[src/rtl/stopwatch_ctrl.sv]
// rtl/stopwatch_ctrl.sv - MM:SS BCD stopwatch controller with IDLE/RUN/PAUSE states
//
// Purpose: counts 1 s ticks into four BCD digits (minutes wrap after
// MIN_LIMIT:59) under start/stop/clear command pulses.
// Optional feature macro: STOPWATCH_LAP_EN (adds i_lap and a display freeze).
//
// Ports:
//   clk                      sole clock, rising edge
//   sreset                   synchronous active-high reset
//   i_tick                   one-cycle count pulse (1 s prescaler)
//   i_start/i_stop/i_clear   single-cycle commands, priority clear > stop > start
//   i_lap                    (STOPWATCH_LAP_EN only) toggle lap freeze while running
//   o_sec_ones..o_min_tens   BCD display digits
//   o_running                high while in RUN
//   o_wrap                   one-cycle pulse when MIN_LIMIT:59 rolls to 00:00

module stopwatch_ctrl #(
  parameter int MIN_LIMIT = 59
) (
  input  logic       clk,
  input  logic       sreset,
  input  logic       i_tick,
  input  logic       i_start,
  input  logic       i_stop,
  input  logic       i_clear,
`ifdef STOPWATCH_LAP_EN
  input  logic       i_lap,
`endif
  output logic [3:0] o_sec_ones,
  output logic [3:0] o_sec_tens,
  output logic [3:0] o_min_ones,
  output logic [3:0] o_min_tens,
  output logic       o_running,
  output logic       o_wrap
);

  typedef enum logic [1:0] {
    IDLE  = 2'd0,
    RUN   = 2'd1,
    PAUSE = 2'd2
  } state_t;

  localparam logic [3:0] LIM_TENS = 4'(MIN_LIMIT / 10);
  localparam logic [3:0] LIM_ONES = 4'(MIN_LIMIT % 10);

  state_t      r_state;
  logic [3:0]  r_sec_ones;
  logic [3:0]  r_sec_tens;
  logic [3:0]  r_min_ones;
  logic [3:0]  r_min_tens;
  logic        r_wrap;

  logic [3:0]  w_sec_ones_nx;
  logic [3:0]  w_sec_tens_nx;
  logic [3:0]  w_min_ones_nx;
  logic [3:0]  w_min_tens_nx;
  logic        w_at_limit;
  logic        w_count;

  // Only counts in RUN; clear always wins over a coincident tick.
  assign w_count = (r_state == RUN) && i_tick && !i_clear;

  assign w_at_limit = (r_min_tens == LIM_TENS) && (r_min_ones == LIM_ONES) &&
                      (r_sec_tens == 4'd5) && (r_sec_ones == 4'd9);

  // BCD increment of the live count, with the minutes field wrapping
  // to 00 after MIN_LIMIT instead of running on to 99.
  always_comb begin
    w_sec_ones_nx = r_sec_ones;
    w_sec_tens_nx = r_sec_tens;
    w_min_ones_nx = r_min_ones;
    w_min_tens_nx = r_min_tens;
    if (r_sec_ones != 4'd9) begin
      w_sec_ones_nx = r_sec_ones + 4'd1;
    end else begin
      w_sec_ones_nx = 4'd0;
      if (r_sec_tens != 4'd5) begin
        w_sec_tens_nx = r_sec_tens + 4'd1;
      end else begin
        w_sec_tens_nx = 4'd0;
        if ((r_min_tens == LIM_TENS) && (r_min_ones == LIM_ONES)) begin
          w_min_ones_nx = 4'd0;
          w_min_tens_nx = 4'd0;
        end else if (r_min_ones == 4'd9) begin
          w_min_ones_nx = 4'd0;
          w_min_tens_nx = r_min_tens + 4'd1;
        end else begin
          w_min_ones_nx = r_min_ones + 4'd1;
        end
      end
    end
  end

  always_ff @(posedge clk) begin
    if (sreset) begin
      r_state    <= IDLE;
      r_sec_ones <= 4'd0;
      r_sec_tens <= 4'd0;
      r_min_ones <= 4'd0;
      r_min_tens <= 4'd0;
      r_wrap     <= 1'b0;
    end else begin
      r_wrap <= 1'b0;
      if (i_clear) begin
        r_state    <= IDLE;
        r_sec_ones <= 4'd0;
        r_sec_tens <= 4'd0;
        r_min_ones <= 4'd0;
        r_min_tens <= 4'd0;
      end else begin
        if (w_count) begin
          r_sec_ones <= w_sec_ones_nx;
          r_sec_tens <= w_sec_tens_nx;
          r_min_ones <= w_min_ones_nx;
          r_min_tens <= w_min_tens_nx;
          r_wrap     <= w_at_limit;
        end
        // stop outranks start, so a coincident start is dropped.
        case (r_state)
          IDLE:    if (!i_stop && i_start) r_state <= RUN;
          RUN:     if (i_stop) r_state <= PAUSE;
          PAUSE:   if (!i_stop && i_start) r_state <= RUN;
          default: r_state <= IDLE;
        endcase
      end
    end
  end

  assign o_running = (r_state == RUN);
  assign o_wrap    = r_wrap;

`ifdef STOPWATCH_LAP_EN
  logic        r_freeze;
  logic [15:0] r_lap;

  // Snapshot is taken from the visible count at the lap edge; the live
  // count keeps advancing underneath while frozen.
  always_ff @(posedge clk) begin
    if (sreset) begin
      r_freeze <= 1'b0;
      r_lap    <= 16'd0;
    end else if (i_clear || i_stop) begin
      r_freeze <= 1'b0;
    end else if ((r_state == RUN) && i_lap) begin
      r_freeze <= !r_freeze;
      if (!r_freeze) r_lap <= {r_min_tens, r_min_ones, r_sec_tens, r_sec_ones};
    end
  end

  assign o_min_tens = r_freeze ? r_lap[15:12] : r_min_tens;
  assign o_min_ones = r_freeze ? r_lap[11:8]  : r_min_ones;
  assign o_sec_tens = r_freeze ? r_lap[7:4]   : r_sec_tens;
  assign o_sec_ones = r_freeze ? r_lap[3:0]   : r_sec_ones;
`else
  assign o_min_tens = r_min_tens;
  assign o_min_ones = r_min_ones;
  assign o_sec_tens = r_sec_tens;
  assign o_sec_ones = r_sec_ones;
`endif

endmodule
[config.mk]
export PLATFORM = sky130hd
export DESIGN_NAME = stopwatch_ctrl
export DESIGN_NICKNAME = d
export VERILOG_FILES = /design/src/rtl/stopwatch_ctrl.sv
export SDC_FILE = /design/constraint.sdc
export NUM_CORES = 1
export LEC_CHECK = 0
export CAP_MARGIN = 25
export CORE_MARGIN = 2
export CORE_UTILIZATION = 50
export DETAILED_ROUTE_END_ITERATION = 10
export PLACE_DENSITY = 0.82
export REMOVE_ABC_BUFFERS = 1
export SKIP_LAST_GASP = 1
export SYNTH_ARGS = -nofsm -noshare
export SYNTH_HDL_FRONTEND = slang
export SYNTH_SLANG_ARGS = --single-unit
[constraint.sdc]
create_clock -name clk -period 2.85 [get_ports clk]
set_input_delay 0.855 -clock clk [delete_from_list [all_inputs] [get_ports clk]]
set_output_delay 0.855 -clock clk [all_outputs]
set_load 0.03 [all_outputs]
======== Word-level counts from Yosys, hierarchy flattened ========
Index checks and enable logic that the tools add are counted.
word-level totals
  flip-flop bits (word level) ............. 19
  input port bits ......................... 6
  output and inout port bits .............. 18
  logic and storage cells ................. 49
operators by class
  $add $sub $neg .......................... 4
  equal/unequal tests ..................... 10
  muxes and demuxes ....................... 9
  bitwise logic cells ..................... 3
  reduce and logical (&&, ||, !) cells .... 17
operators with widths
  operator                                                               number
  4-bit 2-to-1 mux                                                       6
  4-bit by 1-bit adder with 4-bit output, second input constant          4
  4-bit by 3-bit equality test with 1-bit output, second input constant  2
  4-bit equality test, second input constant                             2
  1-bit logical AND                                                      6
  2-bit 2-to-1 mux                                                       2
  4-bit by 3-bit != test with 1-bit output, second input constant        1
  4-bit != test, second input constant                                   1
  2-bit one-hot mux with 2 select lines                                  1
  2-bit AND reduction                                                    2
  4-bit AND reduction                                                    1
  2-bit OR reduction                                                     2
  1-bit NOT                                                              3
  3-bit AND reduction                                                    1
  3-bit OR reduction                                                     1
  2-bit by 1-bit equality test with 1-bit output, second input constant  1
  2-bit equality test, second input constant                             1
  1-bit zero test                                                        2
  2-bit zero test                                                        1
  2-bit by 1-bit != test with 1-bit output, second input constant        1
  2-bit != test, second input constant                                   1
  2-bit nonzero test                                                     1

======== Longest topological paths before layout ========
  depth after elaboration ................. 5
  gate-level depth with buffers ........... 6
  mapped depth without buffers ............ 6

======== Least setup slack after synthesis ========
No wires, ideal clock.
  path type ............................... input port to flip-flop
  from .................................... input i_clear
  to ...................................... register r_min_ones[2], in the netlist o_min_ones[2]
  setup time .............................. 0.070 ns
  data arrival time ....................... 1.979 ns
  data required time ...................... 2.780 ns
  setup slack ............................. 0.801 ns
  stages on the path ...................... 5
  path buffers ............................ 1
  cells stage by stage .................... and4bb_1 buf_4 nand3_1 or4_1 a21oi_1
on the way
  longest elaborated chain between the ends .. 3
  elaborated cells on any way between the ends .. 4
  those cells by class .................... reduce/logical (4)
ends and longest elaborated chain
  element                               RTL line  source
  from (decl)                           25        input logic i_clear,
  1-bit zero test                       61        assign w_count = (r_state == RUN) && i_tick && !i_clear;
  1-bit logical AND                     61
  3-bit AND reduction (no source line)  -
  to (signal assigned)                  114       r_min_ones <= w_min_ones_nx;
  to (decl)                             49        logic [3:0] r_min_ones;
Several ways; a longest one is shown, not always the timed one.
A chain may end at the register's enable or synchronous reset.

======== Worst setup path in the final report ========
  from .................................... register r_state[0]
  to ...................................... output o_running
on the way
  longest elaborated chain between the ends .. 1
ends and longest elaborated chain
  element                                         RTL line  source
  from (decl)                                     46        state_t r_state;
  from (signal assigned)                          96        r_state <= IDLE;
  from (signal assigned)                          105       r_state <= IDLE;
  from (signal assigned)                          120       IDLE: if (!i_stop && i_start) r_state <= RUN;
  2-bit by 1-bit equality test with 1-bit output  129       assign o_running = (r_state == RUN);
  to (decl)                                       33        output logic o_running,
No other way between the ends.

==> results by stage <==
Timing:
- After routing, the total negative slack on setup checks comes to 0 ps.
- The final hold slack is between 500 and 600 ps.
- Setup repair after global routing left no endpoint under its margin.
- The maximum frequency from static timing analysis is 400 MHz.
- The clock period could shrink to 2500 ps.
- The number of pins with negative max-slew slack in the final report is 0.
- The maximum clock skew at final layout is around 2.3 ps.
- Setup violations remaining at the end of the flow were counted as 0.
- The worst pin sits at a relative slew slack of 76.7%.
- The number of hold violations in the final report is 0.
- The share of the clock period used by the worst path is 87.7%.
- For the pin with the worst max-slew slack, the measured transition is 349 ps.

Clocking:
- TritonCTS created 3 clock buffers.
- The CTS root buffer is clkbuf_4.
- The number of instances resized during post-cts repair is 0.
- Buffers inserted to repair hold after CTS numbered 0.
- The clock insertion delay at the later pin of the skew report is 300 ps.
- The number of buffers inserted by post-CTS setup repair is 0.
- The clock passes through at most 2 buffers.
- The clock input transition at the sequential cells of the worst setup and hold paths is 110 ps.
- The number of levels in the clock H-tree is 1.
- TritonCTS built the clock tree.
- The number of clock sinks is 19.

Hold path:
- In this run the worst hold path is classified as reg -> reg.
- The startpoint identified for the worst hold timing path is o_min_ones[1]$_SDFFE_PP0P_.
- Counting instances, the worst hold path has a depth of 2.

Finish:
- The finished layout holds 153 standard cells, fillers aside.
- The top cell types in the final layout, fill and taps aside, are clkdlybuf4s50_1 (23), dfxtp_1 (19), a21oi_1 (11).
- Leaving out fill and tap cells, the most frequent cell in the layout is clkdlybuf4s50_1.
- In the final design database the tool counted 139 nets.
- The area added between synthesis and finish is 29.2%.
- Fill cells in the final layout number 140.
- The antenna diode count is 0.
- The fraction of final layout cells sized beyond drive strength 1 is around 7.0%.

GRT:
- Global routing used 19.4% of the available tracks across all layers.
- The largest net degree at the start of global routing is 19.
- The total congestion overflow after global routing is 0.
- The number of global-route vias before repair is between 700 and 800.
- The first global-routing pass estimated 2980 um of wire.
- The initial antenna violation count is 0.

Route:
- The number of detailed-routing iterations run before antenna repair is 4.
- The antenna violation net count after detailed routing is 0.
- The average via count per standard cell is around 5.3.
- The residual DRC count is 0.
- Wires add up to about 1800 um.
- The routed length per placed instance is 11.9 um.
- The DRC violation total after the first TritonRoute iteration is 9.
- Summing over every cut layer, the via total after detailed routing is 809.

Setup path:
- For the worst setup path, the data required time is 2000 ps.
- The critical path launch point type is a flop.
- The setup path with the least slack is of type reg -> out.
- In this run the critical register-to-register path is launched from o_sec_ones[0]$_SDFFE_PP0P_.
- The kind of end point of the critical path is an output pin.
- In this run the worst path has a maximum fanout of 4.
- The number of cells traversed by the worst register-to-register path is 4.
- In this run the worst setup path begins at r_state[0]$_SDFFE_PP0P_.
- The critical path's largest stage delay is 720 ps.
- The signal arrival time at the worst endpoint is 1640 ps.
- The slowest stage of the critical path is the clkdlybuf4s50_1 cell.
- Walking the worst path, the cells encountered are inv_1 > nor2_1 > clkdlybuf4s50_1.

Synthesis:
- The synthesized netlist contains 33 unique library cells.
- The count of mapped cells out of synthesis is 104.
- The sequential-to-total area share from yosys stat is 41.1%.
- After synthesis the netlist holds a flip-flop and latch count of 19.
- The warning count from the yosys run is 0.
- Dividing the synthesized area by the synthesized cell count gives between 8 and 9 sq um.
- The mapped netlist covers approximately 920 sq um.

Power:
- IR analysis of the VDD net gives a maximum drop of 0.000309 V.
- Dividing total power by cell area gives a power density of between 300 and 400 mW/mm^2.
- The leakage power of the design is 0.437 nW.

Placement:
- The number of input and output port buffers inserted is 23.
- Once detailed placement completed, the half-perimeter wirelength came to 1340 um.
- The number of placed cells counting well taps is ~150.
- The weighted congestion reported at the end of routability-driven placement is 0.758.

Floorplanning:
- The floorplan step set the die height to 47.0 um.
- Row generation in the floorplan step produced 15 rows.
- The die is 47.0 um wide.
- The placeable core region is 0.00173 sq mm.
- For this configuration, the core starts out at a cell density of a little over half.
- The top-level port count is 24.
- The die covers roughly 0.0022 sq mm.

Run:
- The tool flagged a number of max-cap violations equal to 0.

Run status:
- The run finished with clean final reports.
==> synth_stat cells, drive strengths merged <==
cell type / number / area, sq um
mux2i: 1 / 10.0
o21ai: 4 / 20.0
nor2: 9 / 33.8
nor3: 4 / 20.0
buf: 3 / 22.5
a22oi: 1 / 7.51
o211a: 1 / 10.0
inv: 7 / 26.3
nand2: 7 / 26.3
a41oi: 1 / 8.76
dfxtp: 19 / 380
nor2b: 1 / 6.26
ha: 4 / 50.1
nor4: 1 / 6.26
a21oi: 11 / 55.1
or3: 4 / 25.0
xnor2: 3 / 26.3
and4bb: 3 / 37.5
and4: 1 / 11.3
nand4: 2 / 27.5
a311oi: 1 / 8.76
and3b: 1 / 8.76
a211o: 1 / 8.76
clkbuf: 1 / 3.75
or2: 1 / 6.26
and3: 1 / 6.26
nand3: 6 / 30.0
or4: 2 / 15.0
xor2: 3 / 26.3
==> where the power goes <==
part / switching (mW) / internal [mW]
clock: 0.0855 / 0.0523
combinational: 0.00897 / 0.00926
sequential: 0.000490 / 0.266
==> path summary, 6_finish.rpt <==
kind / to / slack, ps
worst max-delay path: o_running / 350
worst min-delay path: o_min_ones[1]$_SDFFE_PP0P_ / 520
worst max register to register: o_min_ones[2]$_SDFFE_PP0P_ / 970
worst min register to register: o_min_ones[1]$_SDFFE_PP0P_ / 520
==> critical path, delay by kind of cell, from the launching register on <==
family / cells / cell delay [ps]
buffers and inverters: 2 / 780
DFF: 1 / 360
and+or+nand+nor: 1 / 200
==> area by class of cell <==
type	instances	area, sq um	area share [%]
timing repair buffer	24	238	19.9
multi-input combinational	74	492	41.2
clock buffer	3	22.5	1.88
sequential	19	380	31.8
inverter	7	26.3	2.20
clock inverter	1	5.00	0.419
tap	25	31.3	2.62
==> layer usage <==
| metal | track usage, % | part of all wire, % | vias up |
|---|---|---|---|
| met5 | 0 | 0 | - |
| met4 | 10.0 | 1.7 | 0 |
| met3 | 3.85 | 3.1 | 4 |
| met2 | 32.3 | 46 | 14 |
| met1 | 23.5 | 49 | 372 |
| li1 | - | - | 419 |
==> kinds of logic after synthesis <==
kind of cell,Yosys count,share of synthesized area [%]
AND/OR/NAND/NOR,43,28.1
XOR/XNOR,6,5.68
flip-flops,19,41.1
multiplexers,1,1.08
adder cells (fa/ha/maj),4,5.41
buffers and inverters,11,5.68
AO/OA/AOI/OAI,20,12.9
==> state kept, by name (all words and copies together), names as in the netlist <==
register / cells
o_min_tens: 4
o_wrap: 1
o_sec_ones: 4
o_sec_tens: 4
r_state: 2
o_min_ones: 4
==> stage by stage <==
| step | util, % | cell area [sq um] | total power [mW] | worst slack, ps |
|---|---|---|---|---|
| after global routing | 69.2 | 1190 | 0.441 | 274 |
| after global placement | 67.6 | 1170 | 0.290 | 228 |
| after detailed placement | 67.6 | 1170 | 0.291 | 108 |
| final | 69.2 | 1190 | 0.423 | 350 |
| after floorplan | - | 898 | 0.280 | 671 |
| after CTS | 69.2 | 1190 | 0.428 | 347 |
(Power assumes the default switching activity.)
